File: src/rtl/mouse_packet_decoder.sv
// mouse_packet_decoder: frames PS/2 mouse packets into a clamped cursor position and button state.
// Optional build macro MOUSE_WHEEL_EN selects 4-byte IntelliMouse packets with a signed wheel delta.
module mouse_packet_decoder #(
  parameter int X_MAX          = 1023,
  parameter int Y_MAX          = 767,
  parameter int X_INIT         = 512,
  parameter int Y_INIT         = 384,
  parameter int TIMEOUT_CYCLES = 65000
) (
  input  logic        clk,
  input  logic        rst,
  input  logic [7:0]  rx_data,
  input  logic        rx_valid,
  output logic [11:0] xpos,
  output logic [11:0] ypos,
  output logic        left,
  output logic        right,
  output logic [3:0]  wheel,
  output logic        packet_done,
  output logic        sync_err
);

  localparam int CW = $clog2(TIMEOUT_CYCLES + 1);
  localparam logic signed [12:0] XM = 13'(X_MAX);
  localparam logic signed [12:0] YM = 13'(Y_MAX);

`ifdef MOUSE_WHEEL_EN
  typedef enum logic [2:0] {BYTE0, BYTE1, BYTE2, BYTE3, UPDATE} state_t;
`else
  typedef enum logic [2:0] {BYTE0, BYTE1, BYTE2, UPDATE} state_t;
`endif

  state_t state_q, state_d;
  logic [CW-1:0] cnt_q, cnt_d;
  // Only the status bits that are used: {ovf_y, ovf_x, sign_y, sign_x, right, left}
  logic [5:0] st_q, st_d;
  logic [7:0] dx_q, dx_d, dy_q, dy_d;
  logic [11:0] xpos_q, xpos_d, ypos_q, ypos_d;
  logic left_q, left_d, right_q, right_d;
  logic done_q, done_d, err_q, err_d, pend_q, pend_d, err_ev;
  logic signed [12:0] nx, ny;
  logic [11:0] xclamp, yclamp;
`ifdef MOUSE_WHEEL_EN
  logic [3:0] wb_q, wb_d, wheel_q, wheel_d;
`endif

  assign nx = $signed({1'b0, xpos_q}) + $signed({{5{st_q[2]}}, dx_q});
  assign ny = $signed({1'b0, ypos_q}) - $signed({{5{st_q[3]}}, dy_q});
  assign xclamp = nx[12] ? 12'd0 : (nx > XM) ? XM[11:0] : nx[11:0];
  assign yclamp = ny[12] ? 12'd0 : (ny > YM) ? YM[11:0] : ny[11:0];

  // Packet framing, timeout, position update; an error that coincides with packet_done is deferred a cycle
  always_comb begin
    state_d = state_q;
    cnt_d   = '0;
    st_d    = st_q;
    dx_d    = dx_q;
    dy_d    = dy_q;
    xpos_d  = xpos_q;
    ypos_d  = ypos_q;
    left_d  = left_q;
    right_d = right_q;
`ifdef MOUSE_WHEEL_EN
    wb_d    = wb_q;
    wheel_d = wheel_q;
`endif
    done_d  = 1'b0;
    err_ev  = 1'b0;
    if (state_q == UPDATE) begin
      xpos_d  = st_q[4] ? xpos_q : xclamp;
      ypos_d  = st_q[5] ? ypos_q : yclamp;
      left_d  = st_q[0];
      right_d = st_q[1];
`ifdef MOUSE_WHEEL_EN
      wheel_d = wb_q;
`endif
      done_d  = 1'b1;
      state_d = BYTE0;
    end
    if (state_q == BYTE0 || state_q == UPDATE) begin
      if (rx_valid && rx_data[3]) begin
        st_d    = {rx_data[7:4], rx_data[1:0]};
        state_d = BYTE1;
      end else begin
        err_ev = rx_valid;
      end
    end else if (rx_valid) begin
      if (state_q == BYTE1) begin
        dx_d    = rx_data;
        state_d = BYTE2;
`ifdef MOUSE_WHEEL_EN
      end else if (state_q == BYTE2) begin
        dy_d    = rx_data;
        state_d = BYTE3;
      end else begin
        wb_d    = rx_data[3:0];
        state_d = UPDATE;
      end
`else
      end else begin
        dy_d    = rx_data;
        state_d = UPDATE;
      end
`endif
    end else if (cnt_q == CW'(TIMEOUT_CYCLES - 1)) begin
      state_d = BYTE0;
      err_ev  = 1'b1;
    end else begin
      cnt_d = cnt_q + 1'b1;
    end
    err_d  = (err_ev | pend_q) & ~done_d;
    pend_d = (err_ev | pend_q) & done_d;
  end

  // State and output registers
  always_ff @(posedge clk or negedge rst) begin
    if (!rst) begin
      state_q <= BYTE0;
      cnt_q   <= '0;
      st_q    <= '0;
      dx_q    <= '0;
      dy_q    <= '0;
      xpos_q  <= 12'(X_INIT);
      ypos_q  <= 12'(Y_INIT);
      left_q  <= 1'b0;
      right_q <= 1'b0;
      done_q  <= 1'b0;
      err_q   <= 1'b0;
      pend_q  <= 1'b0;
`ifdef MOUSE_WHEEL_EN
      wb_q    <= '0;
      wheel_q <= '0;
`endif
    end else begin
      state_q <= state_d;
      cnt_q   <= cnt_d;
      st_q    <= st_d;
      dx_q    <= dx_d;
      dy_q    <= dy_d;
      xpos_q  <= xpos_d;
      ypos_q  <= ypos_d;
      left_q  <= left_d;
      right_q <= right_d;
      done_q  <= done_d;
      err_q   <= err_d;
      pend_q  <= pend_d;
`ifdef MOUSE_WHEEL_EN
      wb_q    <= wb_d;
      wheel_q <= wheel_d;
`endif
    end
  end

  assign xpos        = xpos_q;
  assign ypos        = ypos_q;
  assign left        = left_q;
  assign right       = right_q;
  assign packet_done = done_q;
  assign sync_err    = err_q;
`ifdef MOUSE_WHEEL_EN
  assign wheel = wheel_q;
`else
  assign wheel = 4'h0;
`endif

endmodule
File: config.mk
export PLATFORM = sky130hd
export DESIGN_NAME = mouse_packet_decoder
export DESIGN_NICKNAME = d
export VERILOG_FILES = /design/src/rtl/mouse_packet_decoder.sv
export SDC_FILE = /design/constraint.sdc
export NUM_CORES = 1
export LEC_CHECK = 0
export ABC_AREA = 1
export ABC_CLOCK_PERIOD_IN_PS = 5400
export BUFFER_PORTS_ARGS = -buffer_cell sky130_fd_sc_hd__buf_2
export CAP_MARGIN = 20
export CORE_MARGIN = 4
export CORE_UTILIZATION = 27
export DETAILED_ROUTE_END_ITERATION = 10
export PLACE_DENSITY = 0.4
export SYNTH_ARGS = -nofsm -noshare
export SYNTH_HDL_FRONTEND = slang
export SYNTH_SLANG_ARGS = --single-unit
File: constraint.sdc
create_clock -name clk -period 5.4 [get_ports clk]
set_input_delay 0.81 -clock clk [delete_from_list [all_inputs] [get_ports clk]]
set_output_delay 0.81 -clock clk [all_outputs]
set_load 0.02 [all_outputs]
Yosys cells after proc, flatten, opt, wreduce, memory -nomap -nowiden
Index checks and enable logic that the tools add are counted.

Register bits after elaboration: 70. Input port bits: 11. Output and inout bits: 32. Logic and storage cells: 54.

Add/sub/neg operators: 3. Magnitude comparators: 2. Eq/ne operators: 3. Mux-type cells: 18. Bitwise gates (word level): 8. Reduce and logical (&&, ||, !) cells: 8.

Operators by type and width (count): 12-bit two-way mux (4); 16-bit two-way mux (3); 13-bit by 11-bit greater-than comparator with 1-bit output (second input constant) (2); 16-bit by 1-bit adder with 16-bit output (second input constant) (1); 16-bit equality test (second input constant) (1); 3-bit two-way mux (5); 13-bit by 9-bit adder with 13-bit output (1); 13-bit by 9-bit subtractor with 13-bit output (1); 1-bit two-way mux (6); 2-bit AND reduction (3); 3-bit AND reduction (2); 1-bit NOT (5); 3-bit by 1-bit equality test with 1-bit output (second input constant) (1); 3-bit by 2-bit equality test with 1-bit output (second input constant) (1); 3-bit zero test (1); 1-bit bitwise AND (2); 1-bit logical AND (1); 1-bit logical OR (1); 1-bit OR (1).

Depth between registers and ports, before layout
Depth in word-level cells: 6. Gate-level depth with buffers: 16. Depth with buffers taken out: 16.

Worst setup path after synthesis
Ideal clock, no wire load.

Kind: register -> register. Start point: register ypos_q[0], in the netlist ypos[0]. End point: register ypos_q[3], in the netlist ypos[3]. Setup time: 0.117 ns. Arrival: 2.008 ns. Setup slack: 3.275 ns. Cell stages (with the launch flop): 16. Cell sequence: dfrtp_1 inv_1 ha_1 fa_1 inv_1 nand2_1 nand2_1 nand3_1 nand2_1 nand2_1 nand3_1 nand2_1 nand2_1 nand2_1 nand2_1 nand2_1.

Longest elaborated chain between the ends: 4.

RTL lines: from (decl) (RTL line 38) `logic [11:0] xpos_q, xpos_d, ypos_q, ypos_d;`; from (signal assigned) (RTL line 124) `ypos_q <= 12'(Y_INIT);`; from (signal assigned) (RTL line 141) `ypos_q <= ypos_d;`; 13-bit by 9-bit subtractor with 13-bit output (*) (RTL line 48) `assign ny = $signed({1'b0, ypos_q}) - $signed({{5{st_q[3]}}, dy_q});`; 13-bit by 11-bit greater-than comparator with 1-bit output (RTL line 50) `assign yclamp = ny[12] ? 12'd0 : (ny > YM) ? YM[11:0] : ny[11:0];`; 12-bit two-way mux (RTL line 50); 12-bit two-way mux (*) (RTL line 50).

Every way passes the cells marked *; elsewhere a longest branch is shown, timed or not. A chain may end at the register's enable or synchronous reset.

Worst setup path after layout
Start point: register xpos_q[0], in the netlist xpos[0]. End point: register xpos_q[5], in the netlist xpos[5].

Longest elaborated chain between the ends: 4.

RTL lines: from (decl) (RTL line 38); from (signal assigned) (RTL line 123) `xpos_q <= 12'(X_INIT);`; from (signal assigned) (RTL line 140) `xpos_q <= xpos_d;`; 13-bit by 9-bit adder with 13-bit output (*) (RTL line 47) `assign nx = $signed({1'b0, xpos_q}) + $signed({{5{st_q[2]}}, dx_q});`; 13-bit by 11-bit greater-than comparator with 1-bit output (RTL line 49) `assign xclamp = nx[12] ? 12'd0 : (nx > XM) ? XM[11:0] : nx[11:0];`; 12-bit two-way mux (RTL line 49); 12-bit two-way mux (*) (RTL line 49).

Marked as above.

==> metrics.txt <==
Cell Area, Synth=4330 µm²; sequential share of the synthesized area=0.405; clock skew=8.10 ps; DR vias=3700; I/O pin count=43; CP cell instances=ha_1 > inv_1 > fa_1 > o21ai_1 > nand3_1 > nand4_1 > nand2_1 > nand2_1 > nand2_1 > nand2_1 > nand2_1; PwrDens=636 nW/µm²; share of layout cells above drive strength 1=0.119; worst hold slack=460 ps; R2R setup slack=3030 ps; final worst setup slack=3030 ps; setup_tns=0 ps; clock-pin transition on the worst setup and hold timing paths=60 ps; depth of the CTS H-tree=3; critical path's slowest cell=fa_1; dpl ws=3010 ps; Syn. warnings=0; post-layout min period=2370 ps; crit-path max FO=8; largest net degree at the start of global routing=71; CTS tree=done; post_cts resized=0; RSZ-0062 raised after global routing=false; CP startpoint kind=register; CP max stage delay=420 ps; total track usage=0.130; initial antenna violation count=0; fin util=0.319; non-filler instance count after layout=848; first-pass GRT wire length=18500 µm; XOR/XNOR share of the synthesized area=0.0324; CP endpoint=xpos[5]; core area=15800 µm²; Routed WL per cell=13.0 µm; Leak=2.65 nW; Avg Inst Size Synth=7.43 µm²; compound-gate portion of the synthesized area=0.0919; Final ANT Viol Nets=0; vias in the first global route=3690; Simple-Gate Fraction of Synth Area=0.301; synth unique cells=35; DRT Wirelength=11000 µm; worst slew pin tran=927 ps; placed insts=832; IO buf count=38; path type of the worst min-delay path=register to register; Setup Crit Path Kind=register to register; top post-synthesis cells by area=dfrtp_1 (39%), nand2_1 (17%), ha_1 (7.2%); Worst Setup End Kind=register; synthesized flop and latch total=70; final net count=665; CTS Hold Bufs=0; Crit path required time=5630 ps; Fin. Hold Viols=0; status=completed; number of iterations in the first detailed-routing pass=5; mux contribution to synthesized area=0; Fmax=422 MHz; Post-CTS Setup Inserts=0; die height=135 µm; share of the synthesized area in the top cell type=0.387; hpwl dp=8420 µm; number of endpoints failing setup at the final stage=0; synthesized instance count=583; Max VDD drop=0.168 mV; clock tree sinks=70; Antenna Cells=0; CP most frequent cell=nand2_1; crit path DAT=2600 ps; worst r2r path cells=11; crit path launch=xpos[0]; Placer Congestion=0.787; Area Overhead vs Synth=16.5%; r2r startpoint=xpos[0]; largest area contributor in the netlist=dfrtp_1; largest family of logic cells by synthesized area=simple AND/OR/NAND/NOR gates; Die W=135 µm; Root Buffer=clkbuf_16; DR iter-0 viols=182; Rel. slew slack=0.382; CTS buffer count=9; Clock Latency Late Sink=340 ps; Initial Util=0.274; # rows=46; Max Root-Sink Buffers=2; vias per cell=4.36; gr ovfl total=0; max-cap viol count=0; reg-to-reg endpoint=xpos[5]; crit share post-route=0.439; adder-cell share of the synthesized area=0.0815; commonest non-fill, non-tap cell in the layout=nand2_1; final slew viol count=0; die area=18100 µm²; most frequent cells in the layout=nand2_1 (196), inv_1 (82), dfrtp_1 (67); final routed DRC violation total=0
-- where the power goes --
part           total [W]  internal [W]  switching [W]  leakage, nW
logic            0.00177      0.000612        0.00116         1.61
registers       0.000842      0.000707       0.000135        0.903
clock network   0.000598      0.000356       0.000242        0.134
total            0.00321       0.00168        0.00153         2.65
-- flip-flops by register name, indices dropped and copies added, names as in the netlist --
signal	flops
cnt_q	16
xpos	12
ypos	12
dx_q	8
dy_q	8
st_q	6
state_q	3
left	1
packet_done	1
pend_q	1
right	1
sync_err	1
-- worst min path at each step --
stage	startpoint	end	slack [ps]	depth (start not counted)
3_3_place_gp	cnt_q[0]	cnt_q[0]	450	1
2_1_floorplan	cnt_q[0]	cnt_q[0]	430	1
3_5_place_dp	right	right	460	2
6_report	cnt_q[0]	cnt_q[0]	460	1
5_1_grt	cnt_q[0]	cnt_q[0]	480	1
4_1_cts	cnt_q[0]	cnt_q[0]	470	1
-- metal layers --
metal  GRT usage  wire, µm
met1       0.168      5230
met2       0.215      5250
met3      0.0309       342
met4      0.0441       173
met5           0         0
-- per-stage QoR --
stage	instance area, µm²	power [W]
2_1_floorplan	4340	0.00219
3_3_place_gp	4760	0.00265
3_5_place_dp	4760	0.00264
4_1_cts	5050	0.00326
5_1_grt	5050	0.00357
6_report	5050	0.00321
-- cell usage after synthesis --
master      n
a211oi_1    1
a21o_1      2
a21oi_1    22
a21oi_4     2
a31oi_1     3
and3_1      1
buf_2       1
buf_4       5
clkbuf_1    2
conb_1      1
dfrtp_1    67
dfstp_2     3
fa_1        2
ha_1       25
inv_1      82
inv_2       5
nand2_1   196
nand3_1    35
nand4_1     9
nor2_1     38
nor2_2      3
nor2_4      3
nor3_1     10
nor3_2      1
nor3_4      2
nor3b_1     5
o21a_1      1
o21ai_0    31
o21ai_1     4
o21ai_2     2
o21bai_1    1
o22ai_1     1
or2_2       1
xnor2_1     4
xor2_1     12
-- area by class of cell --
| cell class | instances | area (µm²) |
|---|---|---|
| timing repair buffer | 38 | 193 |
| tap | 216 | 270 |
| fill | 1728 | 10800 |
| clock inverter | 6 | 62.6 |
| sequential | 70 | 1760 |
| inverter | 87 | 327 |
| clock buffer | 10 | 229 |
| multi-input combinational | 421 | 2210 |
-- critical path: cells and delay by family, from the launching register on --
kind | cells | cell delay [ps]
buffers and inverters | 1 | 50
AND/OR/NAND/NOR | 7 | 930
flip-flops | 1 | 370
adder cells (fa/ha/maj) | 2 | 600
AO/OA/AOI/OAI | 1 | 310
-- logic make-up (layout without fill, tap and decap cells) --
logic type                 count (synthesis)  count (layout)
AOI/OAI and AO/OA                         70              70
xor gates and xnor gates                  16              16
adders and majority gates                 27              27
buffers and inverters                     95             141
DFF                                       70              70
other                                      1               4
and+or+nand+nor                          304             304
(Power assumes the default switching activity.)
